===== src/rtl/time_counter.sv =====
// BCD time-of-day counter (hh:mm:ss, 24-hour) with run and set modes,
// a pre-hour chime window decode and a one-cycle hour rollover pulse.
module time_counter (
    input  logic       clk_1hz,
    input  logic       cr,
    input  logic       en_set,
    input  logic       min_hour,
    output logic [3:0] bcd_tsu,
    output logic [3:0] bcd_tst,
    output logic [3:0] bcd_tmu,
    output logic [3:0] bcd_tmt,
    output logic [3:0] bcd_thu,
    output logic [3:0] bcd_tht,
    output logic       chime,
    output logic       hour_pulse
);

    logic [3:0] nxt_tsu, nxt_tst, nxt_tmu, nxt_tmt, nxt_thu, nxt_tht;
    logic       nxt_pulse;
    logic       sec_max, min_max;

    // Advance a 00-59 BCD pair; returns {tens, units}.
    function automatic logic [7:0] inc_sixty(input logic [3:0] t, input logic [3:0] u);
        if (u == 4'd9) begin
            if (t == 4'd5) return '0;
            else           return {t + 4'd1, 4'd0};
        end
        return {t, u + 4'd1};
    endfunction

    // Advance a 00-23 BCD pair; returns {tens, units}.
    function automatic logic [7:0] inc_hour(input logic [3:0] t, input logic [3:0] u);
        if (t == 4'd2 && u == 4'd3) return '0;
        if (u == 4'd9)              return {t + 4'd1, 4'd0};
        return {t, u + 4'd1};
    endfunction

    assign sec_max = (bcd_tst == 4'd5) && (bcd_tsu == 4'd9);
    assign min_max = (bcd_tmt == 4'd5) && (bcd_tmu == 4'd9);

    always_comb begin
        nxt_tsu   = bcd_tsu;
        nxt_tst   = bcd_tst;
        nxt_tmu   = bcd_tmu;
        nxt_tmt   = bcd_tmt;
        nxt_thu   = bcd_thu;
        nxt_tht   = bcd_tht;
        nxt_pulse = 1'b0;
        if (en_set) begin
            // Set mode: seconds parked at 00, the selected field steps with no carry.
            nxt_tsu = '0;
            nxt_tst = '0;
            if (!min_hour) {nxt_tmt, nxt_tmu} = inc_sixty(bcd_tmt, bcd_tmu);
            else           {nxt_tht, nxt_thu} = inc_hour(bcd_tht, bcd_thu);
        end else begin
            {nxt_tst, nxt_tsu} = inc_sixty(bcd_tst, bcd_tsu);
            if (sec_max) {nxt_tmt, nxt_tmu} = inc_sixty(bcd_tmt, bcd_tmu);
            if (sec_max && min_max) begin
                {nxt_tht, nxt_thu} = inc_hour(bcd_tht, bcd_thu);
                nxt_pulse = 1'b1;
            end
        end
    end

    always_ff @(posedge clk_1hz) begin
        if (!cr) begin
            bcd_tsu    <= '0;
            bcd_tst    <= '0;
            bcd_tmu    <= '0;
            bcd_tmt    <= '0;
            bcd_thu    <= '0;
            bcd_tht    <= '0;
            hour_pulse <= 1'b0;
        end else begin
            bcd_tsu    <= nxt_tsu;
            bcd_tst    <= nxt_tst;
            bcd_tmu    <= nxt_tmu;
            bcd_tmt    <= nxt_tmt;
            bcd_thu    <= nxt_thu;
            bcd_tht    <= nxt_tht;
            hour_pulse <= nxt_pulse;
        end
    end

    assign chime = !en_set && min_max && (bcd_tst == 4'd5);

endmodule


===== config.mk =====
export PLATFORM = sky130hd
export DESIGN_NAME = time_counter
export DESIGN_NICKNAME = d
export VERILOG_FILES = /design/src/rtl/time_counter.sv
export SDC_FILE = /design/constraint.sdc
export NUM_CORES = 1
export LEC_CHECK = 0
export ABC_CLOCK_PERIOD_IN_PS = 2000
export CAP_MARGIN = 20
export CELL_PAD_IN_SITES_DETAIL_PLACEMENT = 0
export CELL_PAD_IN_SITES_GLOBAL_PLACEMENT = 1
export CORE_ASPECT_RATIO = 1.25
export CORE_MARGIN = 4
export CORE_UTILIZATION = 38
export CTS_BUF_LIST = sky130_fd_sc_hd__clkbuf_4
export DETAILED_ROUTE_END_ITERATION = 6
export GPL_ROUTABILITY_DRIVEN = 0
export HOLD_SLACK_MARGIN = 0.12
export MAX_ROUTING_LAYER = met4
export PLACE_DENSITY = 0.9
export SLEW_MARGIN = 20
export SYNTH_ARGS = -nofsm -noshare
export SYNTH_HDL_FRONTEND = slang
export SYNTH_SLANG_ARGS = --single-unit
export TNS_END_PERCENT = 10

===== constraint.sdc =====
create_clock -name clk_1hz -period 2 [get_ports clk_1hz]
set_input_delay 0.4 -clock clk_1hz [delete_from_list [all_inputs] [get_ports clk_1hz]]
set_output_delay 0.4 -clock clk_1hz [all_outputs]
set_load 0.02 [all_outputs]

# --- After elaboration in Yosys (flattened, before gate mapping) ---
# Index checks and enable logic that the tools add are counted.
classes:
  add_sub_neg: 6
  n_eq_ne: 11
  muxes: 45
  bitwise_logic: 1
  n_reduce_logical: 16
ops:
  columns: ["operator", "n"]
  rows:
  - ["8-bit two-way mux", 12]
  - ["4-bit two-way mux", 13]
  - ["4-bit by 1-bit adder with 4-bit output, second input constant", 6]
  - ["1-bit two-way mux", 20]
  - ["4-bit equality test, second input constant", 3]
  - ["4-bit by 2-bit equality test with 1-bit output, second input constant", 2]
  - ["4-bit by 3-bit equality test with 1-bit output, second input constant", 2]
  - ["4-bit AND reduction", 2]
  - ["1-bit logical AND", 6]
  - ["2-bit nonzero test", 3]
  - ["2-bit by 1-bit inequality test with 1-bit output, second input constant", 2]
  - ["2-bit AND reduction", 2]
  - ["3-bit by 1-bit inequality test with 1-bit output, second input constant", 1]
  - ["3-bit nonzero test", 1]
  - ["2-bit inequality test, second input constant", 1]
  - ["2-bit OR reduction", 1]
  - ["1-bit zero test", 1]
  - ["1-bit inverter", 1]
totals:
  regBits: 25
  in_bits: 4
  out_inout_bits: 26
  word_cells: 86

# --- Depth between registers and ports, before layout ---
depth:
  ltp_word: 12
  mapped_depth: 7

# --- Worst setup path before layout ---
# OpenSTA, ideal clock, no wires.
synth_timing:
  path_type: "reg-to-reg"
  startpoint: "reg bcd_tst[0]"
  endpoint: "reg bcd_tmt[3]"
  setup_ns: 0.070
  arrival_ns: 1.885
  path_slack_ns: 0.045
  path_stages_with_launch: 6
  n_path_buf: 0
  period_less_slack_ns: 1.955
  path_cell_list: "dfxtp_1 or4b_4 o22ai_4 nand2_4 or4_1 a21oi_1"
synth_between:
  elab_chain_cells: 4
synth_rtl:
  columns: ["element", "line", "source"]
  rows:
  - ["start, declared", "9", "output logic [3:0] bcd_tst,"]
  - ["start signal, assigned", "76", "bcd_tst <= nxt_tst;"]
  - ["4-bit by 3-bit equality test with 1-bit output", "38", "assign sec_max = (bcd_tst == 4'd5) && (bcd_tsu == 4'd9);"]
  - ["1-bit logical AND", "38", null]
  - ["2-bit nonzero test (no source line)", null, null]
  - ["4-bit AND reduction (no source line)", null, null]
  - ["end signal, assigned", "78", "bcd_tmt <= nxt_tmt;"]
  - ["end, declared", "11", "output logic [3:0] bcd_tmt,"]
# No other way between the ends.
# A chain may end at the register's enable or synchronous reset.

# --- Worst setup path in the final report ---
layout_timing:
  startpoint: "reg bcd_tst[1]"
  endpoint: "reg bcd_thu[3]"
layout_between:
  elab_chain_cells: 5
layout_rtl:
  columns: ["element", "line", "source"]
  rows:
  - ["4-bit by 3-bit equality test with 1-bit output", "38", null]
  - ["1-bit logical AND", "38", null]
  - ["1-bit logical AND", "58", "if (sec_max && min_max) begin"]
  - ["2-bit nonzero test (no source line)", null, null]
  - ["2-bit AND reduction (no source line)", null, null]
  - ["end signal, assigned", "79", "bcd_thu <= nxt_thu;"]
  - ["end, declared", "12", "output logic [3:0] bcd_thu,"]
# No other way between the ends.

==> out/metrics.cfg <==
[status]
outcome=finished, final reports clean

[run]
drv_cap=0

[sta]
fin_worst_skew_ns=0.00199
setup_viol=0
drv_slew=0
hold_viol_final=0
period_needed_ns=1.91
period_share_pct=95.6
max_freq_mhz=523
tns_ns=0
relSlewSlack_pct=77.0
grt_setup_unrepaired=yes
tightest_slew_ns=0.343
fin_ws_ns=0.0880

[cells_and_area]
antenna_cells=0
finalNonFillerCells=227
area_delta_synth_final_pct=41.5
final_nets=201
drive_above_1_share_pct=18.4

[global_route]
grt_pass1_vias=1205
grt_max_degree=14
grt.total_usage_pct=15.1
grt_overflow_total=0
grt_pass1_wl_um=5080
antenna_found_initial=0

[cts]
htreeDepth=1
clk_pin_slew_ns=0.13
cts_setup_buffers=0
postCtsHoldBufs=0
cts_tree=yes
root_buffer=clkbuf_4
post_cts_resized=1
clkLatencyLatePin_ns=0.32
numCtsBuffers=3
cts.sinks=25
clk_path_buf_depth=2

[placed_design]
io_buffers=29
dpl.hpwl_um=2290
dp.cells=223
place_ws_ns=-0.347

[yosys]
yosysWarnings=0
async_reset_ff_share_pct=0
synthXorXnorAreaFrac_pct=4.17
synth_compound_area_share_pct=14.7
synth_cell_types=44
synth_simple_gate_area_share_pct=31.2
ys_ff_latch=25
synth_mux_area_share_pct=1.59
synth_seq_area_share_pct=39.7
netlist_instances=139
post_synth_fa_ha_maj_area_fraction_pct=5.96
synth_edf_count=0
synth_area_per_cell_um2=9.06
synth.cell_area_um2=1260
ys_dominant_reg_cell=dfxtp_1
synth_top_family_by_area=simple AND/OR/NAND/NOR gates
synth_nets=149

[pwr]
power_density_nw_per_um2=464
peakVddDrop_mv=0.370
leakage_nw=0.731

[routing]
wl_per_cell_um=13.0
first_iter_violations=49
via_per_inst=5.19
drcViolationCount=0
antenna_left=0
first_pass_iters=4
vias=1179
wl_um=2950

[critical_path]
cpLargestDelayFamily=simple AND/OR/NAND/NOR gates
path_buf_inv=0
critPathSlowestCell=or4b_4
cp.required_ns=2.27
setup.worst_path.class=reg -> reg
path_cells=or4b_4, nor4_4, o21ai_2, nor4_2, a311o_1
start_kind=flip-flop
regToRegSetupSlack_ns=0.09
end_kind=flip-flop
cp_max_fo=7
critical-path-max-stage-delay_ns=0.59
crit_arrival_ns=2.19

[die]
io_pins=30
die_w_um=59.5
die_area_um2=4310
initial_core_util_pct=39.4
die_y_um=72.4
rows=23
core-area_um2=3190

[hold_path]
hold_path_class=reg -> reg

## cells in the final DEF, fill, tap and decap left out, drive strengths merged, types with 2 or more instances in the layout
cell type / instances
buf: 19
inv: 8
clkdlybuf4s50: 27
xnor2: 3
and3: 2
nand2: 11
clkbuf: 5
nor2b: 3
xor2: 3
nand3: 8
dfxtp: 25
a31oi: 2
and3b: 2
mux2i: 2
nor3: 3
or3: 3
o211ai: 3
nor2: 14
nand2b: 2
o21ai: 8
nor4: 2
or4b: 2
ha: 6
and2: 4
a21oi: 7
## path summary, 6_finish.rpt
check,startpoint,endpoint,cells after the start
setup / recovery,bcd_tst[1],bcd_thu[3],5
setup reg to reg,bcd_tst[1],bcd_thu[3],5
hold reg to reg,bcd_tsu[0],bcd_tsu[0],1
hold / removal,bcd_tsu[0],bcd_tsu[0],1
## layer usage
layer  global-route usage, %  share of wire, %
met5                       -                 0
met4                    7.88               2.6
met3                    2.31               3.4
met2                    23.6                51
met1                    18.5                43
## worst register-to-register path, cell delays in order, from the launching register on
cell and delay (ns):
dfxtp_2 0.38, or4b_4 0.59, nor4_4 0.27, o21ai_2 0.18
nor4_2 0.29, a311o_1 0.16
## power by group
group	switching [mW]	internal [mW]	total, mW	leakage, nW
Clock	0.150	0.0916	0.241	0.0184
Sequential	0.00653	0.504	0.511	0.203
Combinational	0.0400	0.0350	0.0750	0.510
Total	0.196	0.631	0.827	0.731
## stage by stage
| step | utilization (%) | area [um^2] | power (mW) | hold slack (ns) |
|---|---|---|---|---|
| 5_1_grt | 55.8 | 1780 | 0.868 | 0.529 |
| 4_1_cts | 55.6 | 1780 | 0.837 | 0.508 |
| 3_5_place_dp | 54.7 | 1750 | 0.598 | 0.480 |
| 3_3_place_gp | 54.7 | 1750 | 0.595 | 0.457 |
| 6_report | 55.8 | 1780 | 0.827 | 0.502 |
| 2_1_floorplan | - | 1260 | 0.558 | 0.532 |
## Yosys cell counts (2+ instances only)
cell	instances	area share, %
dfxtp_1	25	40
o211ai_1	3	1.8
nand2b_1	2	0.99
and2_1	4	2.0
xor2_1	3	2.1
nor2_1	14	4.2
a31oi_1	2	0.99
xnor2_1	3	2.1
a21oi_1	7	2.8
mux2i_1	2	1.6
o21ai_1	2	0.79
nand2_1	10	3.0
nor2b_1	3	1.5
or3_1	3	1.5
ha_1	6	6.0
o21ai_0	5	2.0
and3b_1	2	1.4
nand3_1	8	3.2
inv_1	8	2.4
nor3_1	3	1.2
## registers in the layout, summed over array words and instances (netlist names)
register / flops
bcd_tmu: 4
hour_pulse: 1
bcd_tsu: 4
bcd_tmt: 4
bcd_thu: 4
bcd_tht: 4
bcd_tst: 4
## cell type report
| type | count | area, um^2 |
|---|---|---|
| Clock buffer | 4 | 30.0 |
| Fill cell | 277 | 1410 |
| Inverter | 8 | 30.0 |
| Multi-Input combinational cell | 105 | 732 |
| Sequential cell | 25 | 502 |
| Tap cell | 37 | 46.3 |
| Timing Repair Buffer | 48 | 443 |
## cell families after synthesis
family | after synthesis
AOI/OAI and AO/OA | 27
muxes | 2
DFF | 25
buffers and inverters | 9
xor gates and xnor gates | 6
and+or+nand+nor | 64
adders and majority gates | 6
Power figures use the tool's default switching activity.
